## config.mk

```make
export PLATFORM = sky130hd
export DESIGN_NAME = alu_share_ctrl
export DESIGN_NICKNAME = d
export VERILOG_FILES = /design/src/rtl/alu_share_pkg.sv /design/src/rtl/alu_share_ctrl_rr_arbiter.sv /design/src/rtl/alu_share_ctrl.sv
export SDC_FILE = /design/constraint.sdc
export NUM_CORES = 1
export LEC_CHECK = 0
export CORE_AREA = 2 2 126 128
export CTS_BUF_LIST = sky130_fd_sc_hd__clkbuf_8 sky130_fd_sc_hd__clkbuf_16
export CTS_CLUSTER_SIZE = 8
export DETAILED_ROUTE_END_ITERATION = 7
export DIE_AREA = 0 0 128 130
export GPL_TIMING_DRIVEN = 0
export MAX_ROUTING_LAYER = met4
export PLACE_DENSITY = 0.77
export SETUP_SLACK_MARGIN = 0.05
export SKIP_LAST_GASP = 1
export SLEW_MARGIN = 40
export SYNTH_ARGS = -nofsm -noshare
export SYNTH_HDL_FRONTEND = slang
export SYNTH_SLANG_ARGS = --single-unit
export TNS_END_PERCENT = 100
```

## constraint.sdc

```tcl
create_clock -name clk_in -period 2 [get_ports clk_in]
set_clock_uncertainty 0.1 [all_clocks]
set_input_delay 0.3 -clock clk_in [delete_from_list [all_inputs] [get_ports clk_in]]
set_output_delay 0.3 -clock clk_in [all_outputs]
set_load 0.01 [all_outputs]
```

## src/rtl/alu_share_pkg.sv

```systemverilog
// Shared types and constants for the ALU time-sharing controller.
// Holds the FSM encoding, ALU command/shift codes and datapath field widths.
package alu_share_pkg;

  localparam int DATA_W  = 32;
  localparam int CMD_W   = 4;
  localparam int FLAGS_W = 4;
  localparam int SH_W    = 2;
  localparam int SHAMT_W = 5;

  typedef enum logic [1:0] {
    ST_IDLE = 2'd0,
    ST_EXEC = 2'd1,
    ST_RESP = 2'd2
  } state_t;

  localparam logic [CMD_W-1:0] CMD_AND   = 4'b0000;
  localparam logic [CMD_W-1:0] CMD_XOR   = 4'b0001;
  localparam logic [CMD_W-1:0] CMD_ADD   = 4'b0100;
  localparam logic [CMD_W-1:0] CMD_ADC   = 4'b0101;
  localparam logic [CMD_W-1:0] CMD_SBC   = 4'b0110;
  localparam logic [CMD_W-1:0] CMD_RSB   = 4'b0111;
  localparam logic [CMD_W-1:0] CMD_SHIFT = 4'b1101;

  localparam logic [SH_W-1:0] SH_LSL = 2'b00;
  localparam logic [SH_W-1:0] SH_LSR = 2'b01;
  localparam logic [SH_W-1:0] SH_ASR = 2'b10;
  localparam logic [SH_W-1:0] SH_ROR = 2'b11;

  // Next requester index with wrap, so non-power-of-2 counts never leave the legal range.
  function automatic int wrap_inc(input int idx, input int n);
    return (idx + 1 >= n) ? 0 : idx + 1;
  endfunction

endpackage

```

## src/rtl/alu_share_ctrl_rr_arbiter.sv

```systemverilog
// Combinational round-robin arbiter: first asserted request at or above ptr, with wrap.
// Produces a one-hot grant and the matching index.
module rr_arbiter #(
  parameter int NUM_REQ = 2,
  parameter int ID_W    = 2
) (
  input  logic [NUM_REQ-1:0] req,
  input  logic [ID_W-1:0]    ptr,
  output logic [NUM_REQ-1:0] gnt,
  output logic [ID_W-1:0]    gnt_idx
);

  int   j;
  logic found;

  always_comb begin
    gnt     = '0;
    gnt_idx = '0;
    found   = 1'b0;
    j       = 0;
    for (int k = 0; k < NUM_REQ; k++) begin
      j = int'(ptr) + k;
      if (j >= NUM_REQ) j = j - NUM_REQ;
      if (!found && req[j]) begin
        found   = 1'b1;
        gnt[j]  = 1'b1;
        gnt_idx = ID_W'(j);
      end
    end
  end

endmodule

```

## src/rtl/alu_share_ctrl.sv

```systemverilog
// Time-shares one single-cycle ALU between NUM_REQ requesters (IDLE -> EXEC -> RESP),
// with round-robin arbitration and a private NZCV register per requester.
module alu_share_ctrl
  import alu_share_pkg::*;
#(
  parameter int NUM_REQ = 2,
  parameter int ID_W    = 2
) (
  input  logic                       clk_in,
  input  logic                       rst_n_in,
  input  logic [NUM_REQ-1:0]         req_valid_in,
  output logic [NUM_REQ-1:0]         req_ready_out,
  input  logic [DATA_W*NUM_REQ-1:0]  req_a_in,
  input  logic [DATA_W*NUM_REQ-1:0]  req_b_in,
  input  logic [CMD_W*NUM_REQ-1:0]   req_cmd_in,
  input  logic [SH_W*NUM_REQ-1:0]    req_sh_in,
  input  logic [SHAMT_W*NUM_REQ-1:0] req_shamt5_in,
  input  logic [NUM_REQ-1:0]         req_i_in,
  input  logic [NUM_REQ-1:0]         req_s_in,
  input  logic [NUM_REQ-1:0]         flag_clr_in,
  output logic [DATA_W-1:0]          alu_a_out,
  output logic [DATA_W-1:0]          alu_b_out,
  output logic [CMD_W-1:0]           alu_cmd_out,
  output logic [SH_W-1:0]            alu_sh_out,
  output logic [SHAMT_W-1:0]         alu_shamt5_out,
  output logic                       alu_i_out,
  output logic                       alu_s_out,
  input  logic [DATA_W-1:0]          alu_result_in,
  input  logic [FLAGS_W-1:0]         alu_nzcv_in,
  output logic                       resp_valid_out,
  input  logic                       resp_ready_in,
  output logic [ID_W-1:0]            resp_id_out,
  output logic [DATA_W-1:0]          resp_result_out,
  output logic [FLAGS_W-1:0]         resp_nzcv_out,
  output logic [FLAGS_W*NUM_REQ-1:0] flags_out
);

  state_t                     state;
  logic [ID_W-1:0]            ptr;
  logic [ID_W-1:0]            owner;
  logic [ID_W-1:0]            gnt_idx;
  logic [NUM_REQ-1:0]         gnt;
  logic                       accept;
  int                         sel;
  int                         owner_sel;

  logic [DATA_W-1:0]          a_q;
  logic [DATA_W-1:0]          b_q;
  logic [CMD_W-1:0]           cmd_q;
  logic [SH_W-1:0]            sh_q;
  logic [SHAMT_W-1:0]         shamt_q;
  logic                       i_q;
  logic                       alu_s_q;
  logic [DATA_W-1:0]          result_q;
  logic [FLAGS_W-1:0]         nzcv_q;
  logic                       resp_vld_q;
  logic [FLAGS_W*NUM_REQ-1:0] flags_q;
  logic [FLAGS_W-1:0]         owner_flags;
  logic [FLAGS_W-1:0]         upd_nzcv;

  rr_arbiter #(
    .NUM_REQ (NUM_REQ),
    .ID_W    (ID_W)
  ) u_arb (
    .req     (req_valid_in),
    .ptr     (ptr),
    .gnt     (gnt),
    .gnt_idx (gnt_idx)
  );

  // Gated by rst_n_in so the grant is also forced low while reset is held.
  assign req_ready_out = (state == ST_IDLE && rst_n_in) ? gnt : '0;
  assign accept        = |(req_valid_in & req_ready_out);

  always_comb begin
    sel         = int'(gnt_idx);
    owner_sel   = int'(owner);
    owner_flags = flags_q[FLAGS_W*owner_sel +: FLAGS_W];
    upd_nzcv    = alu_s_q ? alu_nzcv_in
                          : (flag_clr_in[owner_sel] ? '0 : owner_flags);
  end

  always_ff @(posedge clk_in or negedge rst_n_in) begin
    if (!rst_n_in) begin
      state      <= ST_IDLE;
      ptr        <= '0;
      owner      <= '0;
      a_q        <= '0;
      b_q        <= '0;
      cmd_q      <= '0;
      sh_q       <= '0;
      shamt_q    <= '0;
      i_q        <= 1'b0;
      alu_s_q    <= 1'b0;
      result_q   <= '0;
      nzcv_q     <= '0;
      resp_vld_q <= 1'b0;
    end else begin
      case (state)
        ST_IDLE: begin
          if (accept) begin
            a_q     <= req_a_in[DATA_W*sel +: DATA_W];
            b_q     <= req_b_in[DATA_W*sel +: DATA_W];
            cmd_q   <= req_cmd_in[CMD_W*sel +: CMD_W];
            sh_q    <= req_sh_in[SH_W*sel +: SH_W];
            shamt_q <= req_shamt5_in[SHAMT_W*sel +: SHAMT_W];
            i_q     <= req_i_in[sel];
            alu_s_q <= req_s_in[sel];
            owner   <= gnt_idx;
            ptr     <= ID_W'(wrap_inc(sel, NUM_REQ));
            state   <= ST_EXEC;
          end
        end
        // EXEC -> RESP: capture the ALU outputs in the single execute cycle
        ST_EXEC: begin
          result_q   <= alu_result_in;
          nzcv_q     <= upd_nzcv;
          alu_s_q    <= 1'b0;
          resp_vld_q <= 1'b1;
          state      <= ST_RESP;
        end
        // RESP -> IDLE: hold the response until it is accepted
        ST_RESP: begin
          if (resp_ready_in) begin
            resp_vld_q <= 1'b0;
            state      <= ST_IDLE;
          end
        end
        default: state <= ST_IDLE;
      endcase
    end
  end

  // An EXEC update of the owner's register takes priority over a coincident clear.
  always_ff @(posedge clk_in or negedge rst_n_in) begin
    if (!rst_n_in) begin
      flags_q <= '0;
    end else begin
      for (int i = 0; i < NUM_REQ; i++) begin
        if (state == ST_EXEC && alu_s_q && owner == ID_W'(i))
          flags_q[FLAGS_W*i +: FLAGS_W] <= alu_nzcv_in;
        else if (flag_clr_in[i])
          flags_q[FLAGS_W*i +: FLAGS_W] <= '0;
      end
    end
  end

  assign alu_a_out       = a_q;
  assign alu_b_out       = b_q;
  assign alu_cmd_out     = cmd_q;
  assign alu_sh_out      = sh_q;
  assign alu_shamt5_out  = shamt_q;
  assign alu_i_out       = i_q;
  assign alu_s_out       = alu_s_q;
  assign resp_valid_out  = resp_vld_q;
  assign resp_id_out     = owner;
  assign resp_result_out = result_q;
  assign resp_nzcv_out   = nzcv_q;
  assign flags_out       = flags_q;

endmodule

```

; Word-level counts from Yosys, hierarchy flattened
; Cells that the tools add are included.
; Widths: inputs -> output; s select.
[word_totals]
register_bits = 128
output_inout_bits = 126
[classes]
n_addsub = 4
mul = 1
magnitude_cmp = 9
n_eq_ne = 5
n_shift = 6
muxes = 38
bitwise = 2
n_reduce_logical = 19
[ops]
columns = op, count
row1 = $shiftx 64x8->32, 2
row2 = $ge 32x1->1 const B, 2
row3 = $lt 32x3->1 const B, 2
row4 = $mux 32, 2
row5 = $ge 32x3->1 const B, 1
row6 = $sub 32x3->32 const B, 1
row7 = $mux 4, 6
row8 = $mux 1, 17
row9 = $mux 2, 8
row10 = $shiftx 8x5->4, 2
row11 = $shiftx 10x6->5, 1
row12 = $reduce_and 2->1, 4
row13 = $reduce_bool 2->1, 4
row14 = $logic_and 1x1->1, 7
row15 = $add 2x1->3 const B, 2
row16 = $pmux 2 s3, 1
row17 = $mul 3x2->5 const A, 1
row18 = $eq 2x1->1 const B, 2
row19 = $logic_not 2->1, 2
row20 = $lt 2x2->1 const B, 2
row21 = $ne 2x2->1 const B, 2
row22 = $pmux 1 s2, 2
row23 = $shiftx 4x4->2, 1
row24 = $ge 3x2->1 const B, 1
row25 = 8 further kinds, 9

; Longest topological paths before layout
; Gate-level depths: netlist of the first run.
[logic_depth]
word_depth = 14
mapped_depth = 6
depth_no_buf = 5

; Modules after synthesis
; From an unflattened synthesis of the first run, not the netlist that was laid out.
[hier_totals]
cells_unflattened = 489
hier_area_um2 = 6551.3
[modules_own_cells]
columns = mod, instances, cells_each, area_each_um2, seq_area_each_um2
row1 = alu_share_ctrl, 1, 483, 6511.2, 3203.1
row2 = rr_arbiter, 1, 6, 40.0, 0.0

; Worst setup path before layout of the first run
; OpenSTA, ideal clock, no wires.
[synth_path]
path_type = register -> output
from = reg state[1]
to = out req_ready_out[1]
t_arrival_ps = 1267
required_ps = 1600
path_slack_ps = 333
path_stages_with_launch = 6
cell_sequence = dfrtp_1 -> nor3b_4 -> nand3_2 -> buf_2 -> buf_6 -> inv_1
[synth_between]
elab_chain_len = 3
[synth_rtl]
columns = element, line_no
row1 = "start, declared", alu_share_ctrl.sv:38  ; state_t state;
row2 = "start signal, assigned", alu_share_ctrl.sv:85  ; state <= ST_IDLE;
row3 = "start signal, assigned", alu_share_ctrl.sv:111  ; state <= ST_EXEC;
row4 = "start signal, assigned", alu_share_ctrl.sv:120  ; state <= ST_RESP;
row5 = $logic_not 2->1, alu_share_ctrl.sv:72  ; assign req_ready_out = (state == ST_IDLE && rst_n_in) ? gnt : '0;
row6 = $logic_and 1x1->1, alu_share_ctrl.sv:72
row7 = $mux 2, alu_share_ctrl.sv:72
row8 = "end, declared", alu_share_ctrl.sv:12  ; output logic [NUM_REQ-1:0] req_ready_out,
; Every way passes these cells.

; Final worst setup path of the first run
[layout_path]
from = reg state[1]
to = out req_ready_out[0]
; Same word-level chain as after synthesis.

==> results of run 1 <==
[Yosys cell counts, types with 4 or more instances]
library cell / count
dfrtp_1: 128
nand2_1: 106
inv_1: 84
a21oi_1: 81
o22ai_1: 76
clkbuf_1: 21
o21ai_0: 11
nand2b_1: 7
nor2_1: 6
buf_1: 5
buf_2: 5
mux2i_1: 5
o22ai_2: 5
nand3b_1: 4
[sequential cells by signal (all words and copies together), names as in the netlist, 2 cells and up]
signal	count
flags_out	8
alu_a_out	32
ptr	2
alu_sh_out	2
alu_cmd_out	4
alu_shamt5_out	5
state	2
resp_nzcv_out	4
resp_id_out	2
resp_result_out	32
alu_b_out	32
[per-stage QoR]
step | worst slack (ps) | utilization (%) | hold slack (ps) | setup TNS (ps)
after floorplan | 333 | - | -95.6 | 0
after global placement | -5640 | 57.3 | 359 | -1008430
after detailed placement | -1340 | 57.5 | 181 | -58470
after CTS | -130 | 63.7 | 298 | -247
after global routing | -84.5 | 64.5 | 325 | -149
final | 12.6 | 64.5 | 321 | 0
[power by group]
group	switching [W]	leakage [nW]	internal, W
clock network	0.00114	0.298	0.00197
logic	0.00264	2.79	0.00321
registers	0.000669	1.47	0.00376
total	0.00445	4.56	0.00894
[layout make-up]
cell class,count,area [um^2]
multi-input cells,319,1820
fillers,1231,5480
clock inverters,13,148
inverters,84,325
clock buffers,18,439
well taps,192,240
plain buffers,31,195
flip-flops and latches,128,3210
repair buffers,347,3570
[cell families after synthesis]
family / after synthesis / synth area share, %
adder cells (fa/ha/maj): 2 / 0.466
multiplexers: 6 / 1.14
AO/OA/AOI/OAI: 177 / 19.1
flip-flops: 128 / 59.6
buffers and inverters: 117 / 8.57
AND/OR/NAND/NOR: 134 / 11.1
[metal layers]
metal  vias to the layer above  share of wire (%)  global-route usage [%]
met2                       259                 52                    41.5
met1                      2611                 39                    27.2
met4                         0                1.4                    6.79
met3                        25                7.8                    7.30
li1                       2622                  -                       -
met5                         -                  0                       -
[worst reg2reg max path: cells and delay by family (launching register included)]
family          cells  cell delay [ps]
compound gates      2              250
simple gates        2              350
buf+inv             4              670
flops               1              410
[final timing paths]
kind | startpoint | end | slack (ps)
max in group asynchronous | rst_n_in | alu_shamt5_out[2] | 1020
setup / recovery | state[1] | req_ready_out[0] | 10
setup reg to reg | state[1] | alu_b_out[10] | 110
min in group asynchronous | rst_n_in | alu_b_out[25] | 440
hold / removal | alu_result_in[31] | resp_result_out[31] | 320
hold reg to reg | resp_result_out[1] | resp_result_out[1] | 370
[timing repair]
action                                  CTS  global route
hold buffers                              8             0
gates cloned                              2             0
endpoints found under the setup margin   83            77
pin swaps                                 1             1
endpoints found under the hold margin    96             0
resized for setup                        38            54
setup buffers                            14             2
[cell usage in the layout (no fill, tap or decap), types with 11 or more instances in the layout]
cell type and n:
a21oi_1 81, buf_4 13, clkbuf_16 17, clkdlybuf4s50_1 319, dfrtp_1 126, inv_1 84
nand2_1 106, o21ai_0 11, o22ai_1 63, o22ai_2 18
==> out/qor.csv, run 1 <==
metric,value,unit
Worst path most repeated cell,buf_6,
Initial DRC Count,183,
CTS buffer count,17,
first-pass GRT wire length,29500,um
RSZ-0062 raised after global routing,true,
placed insts,1079,
Final Total Pwr,0.0134,W
# Max-Cap Violations,0,
total track usage,24.0,%
Hold Crit Class,input port to flop,
final WL,19500,um
Post-synth ARST share,100,%
Post-DP Area,8870,um^2
Clock Path Buffers,2,
critical path's slowest cell,dfrtp_1,
largest net degree at the start of global routing,34,
leading post-synthesis cells by cell area,"dfrtp_1, o22ai_1, a21oi_1, nand2_1, inv_1",
Layout Cells excl Fill,1132,
CTS tree,done,
routed len/inst,17.3,um
WP buf/inv,4,
CP required,1600,ps
top_reg_cell synth,dfrtp_1,
initial antenna violation count,0,
cells on worst reg2reg path,8,
number of synthesized flops with an enable pin,0,
Pins Over Slew Limit,0,
Initial Utilization,34.8,%
f_max,503,MHz
Synth Instances,564,
register bit total from synthesis,128,
Hold Fails Final Rpt,0,
Setup crit start kind,flop,
CP cell instances,"nor3b_4, buf_6, nand3_4, buf_8, clkinv_4, buf_6",
Worst path depth,6,
ANT cells,0,
Syn-to-layout area delta,85.0,%
DIE WIDTH,128,um
gpl congestion,0.803,
drt pass-1 iters,6,
status,finished clean,
vias per cell,4.87,
WP data arrival,1590,ps
Final min period,1990,ps
syn nets,763,
total number of vias,5517,
die area,16600,um^2
clock root cell,clkbuf_16,
number of nets still failing antenna checks after routing,0,
Clock Latency Late Sink,400,ps
clock-pin transition on the worst setup and hold timing paths,60,ps
"Setup violations, final",0,
PwrDens,1350,nW/um^2
clk sinks,128,
leading area contributor after synthesis,dfrtp_1,
"Seq/Total Area, Yosys",59.6,%
fin area,9940,um^2
Max VDD drop,749,uV
post-synthesis cell type count,28,
Yosys warning total,0,
max_slew headroom,54.2,%
FP Rows,46,
total core area,15400,um^2
Port Buffers,322,
Leakage Power,4.56,nW
crit-path max FO,3,
vias in the first global route,5562,
I/O pins,323,
DPL Wire Length,13800,um
Residual DRC,0,
synthesized area per cell,9.53,um^2
worst-margin pin slew,686,ps
H-tree levels,4,
total congestion overflow,0,
NumNets Final,1127,
hold path depth,3,
Worst path top cell family by delay,buffers and inverters,
"Largest stage delay, worst path",410,ps
Setup crit end kind,output port,
critical setup path kind,flop to output port,
fin crit share,99.4,%
die span in y,130,um
synthesized cell area,5370,um^2
share of the synthesized area in the top cell type,59.6,%
layout cells sized above 1,10.5,%
Power figures use the tool's default switching activity.
==> run 2: changes to the inputs <==
Settings changed: ABC_CLOCK_PERIOD_IN_PS set to 2000.
==> results of run 2 <==
No change in the layout: final DEF, timing and power equal those of run 1.
==> run 3: changes to the inputs <==
--- a/config.mk
+++ b/config.mk
@@ -7,12 +7,12 @@
 export LEC_CHECK = 0
 export ABC_CLOCK_PERIOD_IN_PS = 2000
-export CORE_AREA = 2 2 126 128
-export CTS_BUF_LIST = sky130_fd_sc_hd__clkbuf_8 sky130_fd_sc_hd__clkbuf_16
+export CORE_AREA = 2 2 124 126
+export CTS_BUF_LIST = sky130_fd_sc_hd__clkbuf_4
 export CTS_CLUSTER_SIZE = 8
 export DETAILED_ROUTE_END_ITERATION = 7
-export DIE_AREA = 0 0 128 130
+export DIE_AREA = 0 0 126 128
 export GPL_TIMING_DRIVEN = 0
 export MAX_ROUTING_LAYER = met4
-export PLACE_DENSITY = 0.77
+export PLACE_DENSITY = 0.8
 export SETUP_SLACK_MARGIN = 0.05
 export SKIP_LAST_GASP = 1
==> constraint.sdc (replaced) <==
create_clock -name clk_in -period 2 [get_ports clk_in]
set_clock_uncertainty 0.1 [all_clocks]
set_input_delay 0.2 -clock clk_in [delete_from_list [all_inputs] [get_ports clk_in]]
set_output_delay 0.2 -clock clk_in [all_outputs]
set_load 0.01 [all_outputs]
==> run 3 against run 2 <==
Effect of this change:
- the run now ends with hold timing left
- global-route usage down 0.33 points
- cell area down 6.5%
- routed wire length down 5.5%
- die area down 3.1%
- fmax up 0.60%
- core utilization down 1.9 points
==> out/qor.csv, run 3 (synthesis results as in run 1) <==
metric,value,unit,change
layout cells sized above 1,8.62,%,-1.9 points
total track usage,23.7,%,-0.33 points
PwrDens,1280,nW/um^2,-5.3%
fin crit share,98.8,%,-0.59 points
die area,16100,um^2,-3.1%
worst-margin pin slew,604,ps,-81.9 ps
Place WS,-678,ps,+660 ps
number of nets still failing antenna checks after routing,0,,unchanged
WP data arrival,1680,ps,+90 ps
final hold slack,-504,ps,-825 ps
CTS buffer count,17,,unchanged
routed len/inst,16.5,um,-4.1%
final WL,18500,um,-5.5%
Final min period,1980,ps,-11.8 ps
Clock Path Buffers,2,,unchanged
RSZ-0062 raised after global routing,true,,
Hold Fails Final Rpt,128,,+128
NumNets Final,1114,,-1.2%
"commonest non-fill, non-tap cells in the layout","clkdlybuf4s50_1, dfrtp_1, nand2_1",,
total number of vias,5411,,-1.9%
Final Total Pwr,0.0118,W,-11%
RR Startpoint,state[0],,
drt pass-1 iters,4,,-2
CP required,1700,ps,+100 ps
status,"complete, but fails checks",,
DPL Wire Length,14000,um,+1.4%
cells on worst reg2reg path,7,,-1
"Setup violations, final",0,,unchanged
r2r setup slk,90,ps,-20 ps
clock root cell,clkbuf_4,,
clk sinks,128,,unchanged
Final Util,62.5,%,-1.9 points
max_slew headroom,59.7,%,+5.6 points
clock-pin transition on the worst setup and hold timing paths,120,ps,+60 ps
Pins Over Slew Limit,0,,unchanged
f_max,506,MHz,+0.60%
Initial Utilization,36.1,%,+1.3 points
Hold Crit Class,input port to asynchronous set/reset pin,,
Leakage Power,4.26,nW,-6.4%
H-tree levels,4,,unchanged
failing checks,hold timing,,
Setup crit start,state[0],,
first-pass GRT wire length,29000,um,-1.8%
fillers,1300,,+5.6%
crit-path max FO,4,,+1
Setup crit start kind,flop,,
largest net degree at the start of global routing,66,,+94%
CP endpoint,req_ready_out[0],,
"most common cell after layout, fill and taps aside",clkdlybuf4s50_1,,
Port Buffers,322,,unchanged
# Max-Cap Violations,0,,unchanged
vias per cell,4.85,,-0.52%
I/O pins,323,,unchanged
CTS tree,done,,
vias in the first global route,5726,,+2.9%
gpl congestion,0.858,,+6.9%
total core area,14900,um^2,-3.6%
Final WS setup,24.4,ps,+11.8 ps
DIE WIDTH,126,um,-1.6%
Setup crit end kind,output port,,
Residual DRC,0,,unchanged
initial antenna violation count,0,,unchanged
Max VDD drop,694,uV,-7.3%
FP Rows,45,,-2.2%
Syn-to-layout area delta,73.0,%,
reg-to-reg critical path endpoint,resp_result_out[3],,
critical setup path kind,flop to output port,,
die span in y,128,um,-1.5%
total congestion overflow,0,,unchanged
Clock Latency Late Sink,510,ps,+110 ps
Initial DRC Count,200,,+9.3%
ANT cells,0,,unchanged
[run 3: stage by stage]
stage | std cells | TNS, ps | hold WS (ps) | cell area, um^2
2_1_floorplan | 564 | 0 | -196 | 5370
3_3_place_gp | 1074 | -985290 | 356 | 8830
3_5_place_dp | 1075 | -16890 | 73.9 | 8860
4_1_cts | 1114 | -72.4 | -536 | 9240
5_1_grt | 1116 | -1030 | -543 | 9290
6_report | 1116 | 0 | -504 | 9290
[run 3: layout make-up]
type	instances	area [um^2]	share of cell area, %
multi-input combinational	319	1740	18.7
tap	188	235	2.53
inverter	84	323	3.47
buffer	31	168	1.80
timing repair buffer	334	3350	36.0
clock buffer	17	128	1.37
clock inverter	15	145	1.56
sequential	128	3210	34.5
[run 3: where the power goes]
| part | switching [W] | total [W] | internal [W] | leakage [nW] |
|---|---|---|---|---|
| sequential | 0.000675 | 0.00441 | 0.00374 | 1.47 |
| combinational | 0.00259 | 0.00570 | 0.00311 | 2.65 |
| clock | 0.00100 | 0.00174 | 0.000731 | 0.143 |
[run 3: per-layer routing]
metal / wire (um) / vias to the layer above / track usage, %
met5: 0 / - / -
li1: - / 2597 / -
met1: 7480 / 2536 / 27.8
met3: 1350 / 37 / 6.97
met2: 9130 / 241 / 38.8
met4: 497 / 0 / 8.92
[run 3: worst min-delay path by stage]
stage	start	endpoint	slack [ps]	cells past startpoint
6_report	rst_n_in	resp_result_out[19]	-500	1
2_1_floorplan	rst_n_in	alu_a_out[0]	-200	0
3_5_place_dp	rst_n_in	resp_result_out[19]	70	1
4_1_cts	rst_n_in	resp_result_out[19]	-540	1
3_3_place_gp	resp_result_out[8]	resp_result_out[8]	360	2
5_1_grt	rst_n_in	resp_result_out[19]	-540	1
[run 3: worst max-delay path, stage by stage, from the launching register on]
cell and delay [ps]:
dfrtp_2 440, nor3b_4 210, buf_6 150, nand3_4 90, buf_12 150, inv_4 40
buf_6 90
[run 3: timing repair]
item                                    CTS  global route
gates resized for setup                  27            30
setup buffers                             9             2
endpoints found under the setup margin   15            51
pin swaps                                 1             0
endpoints found under the hold margin   128           128
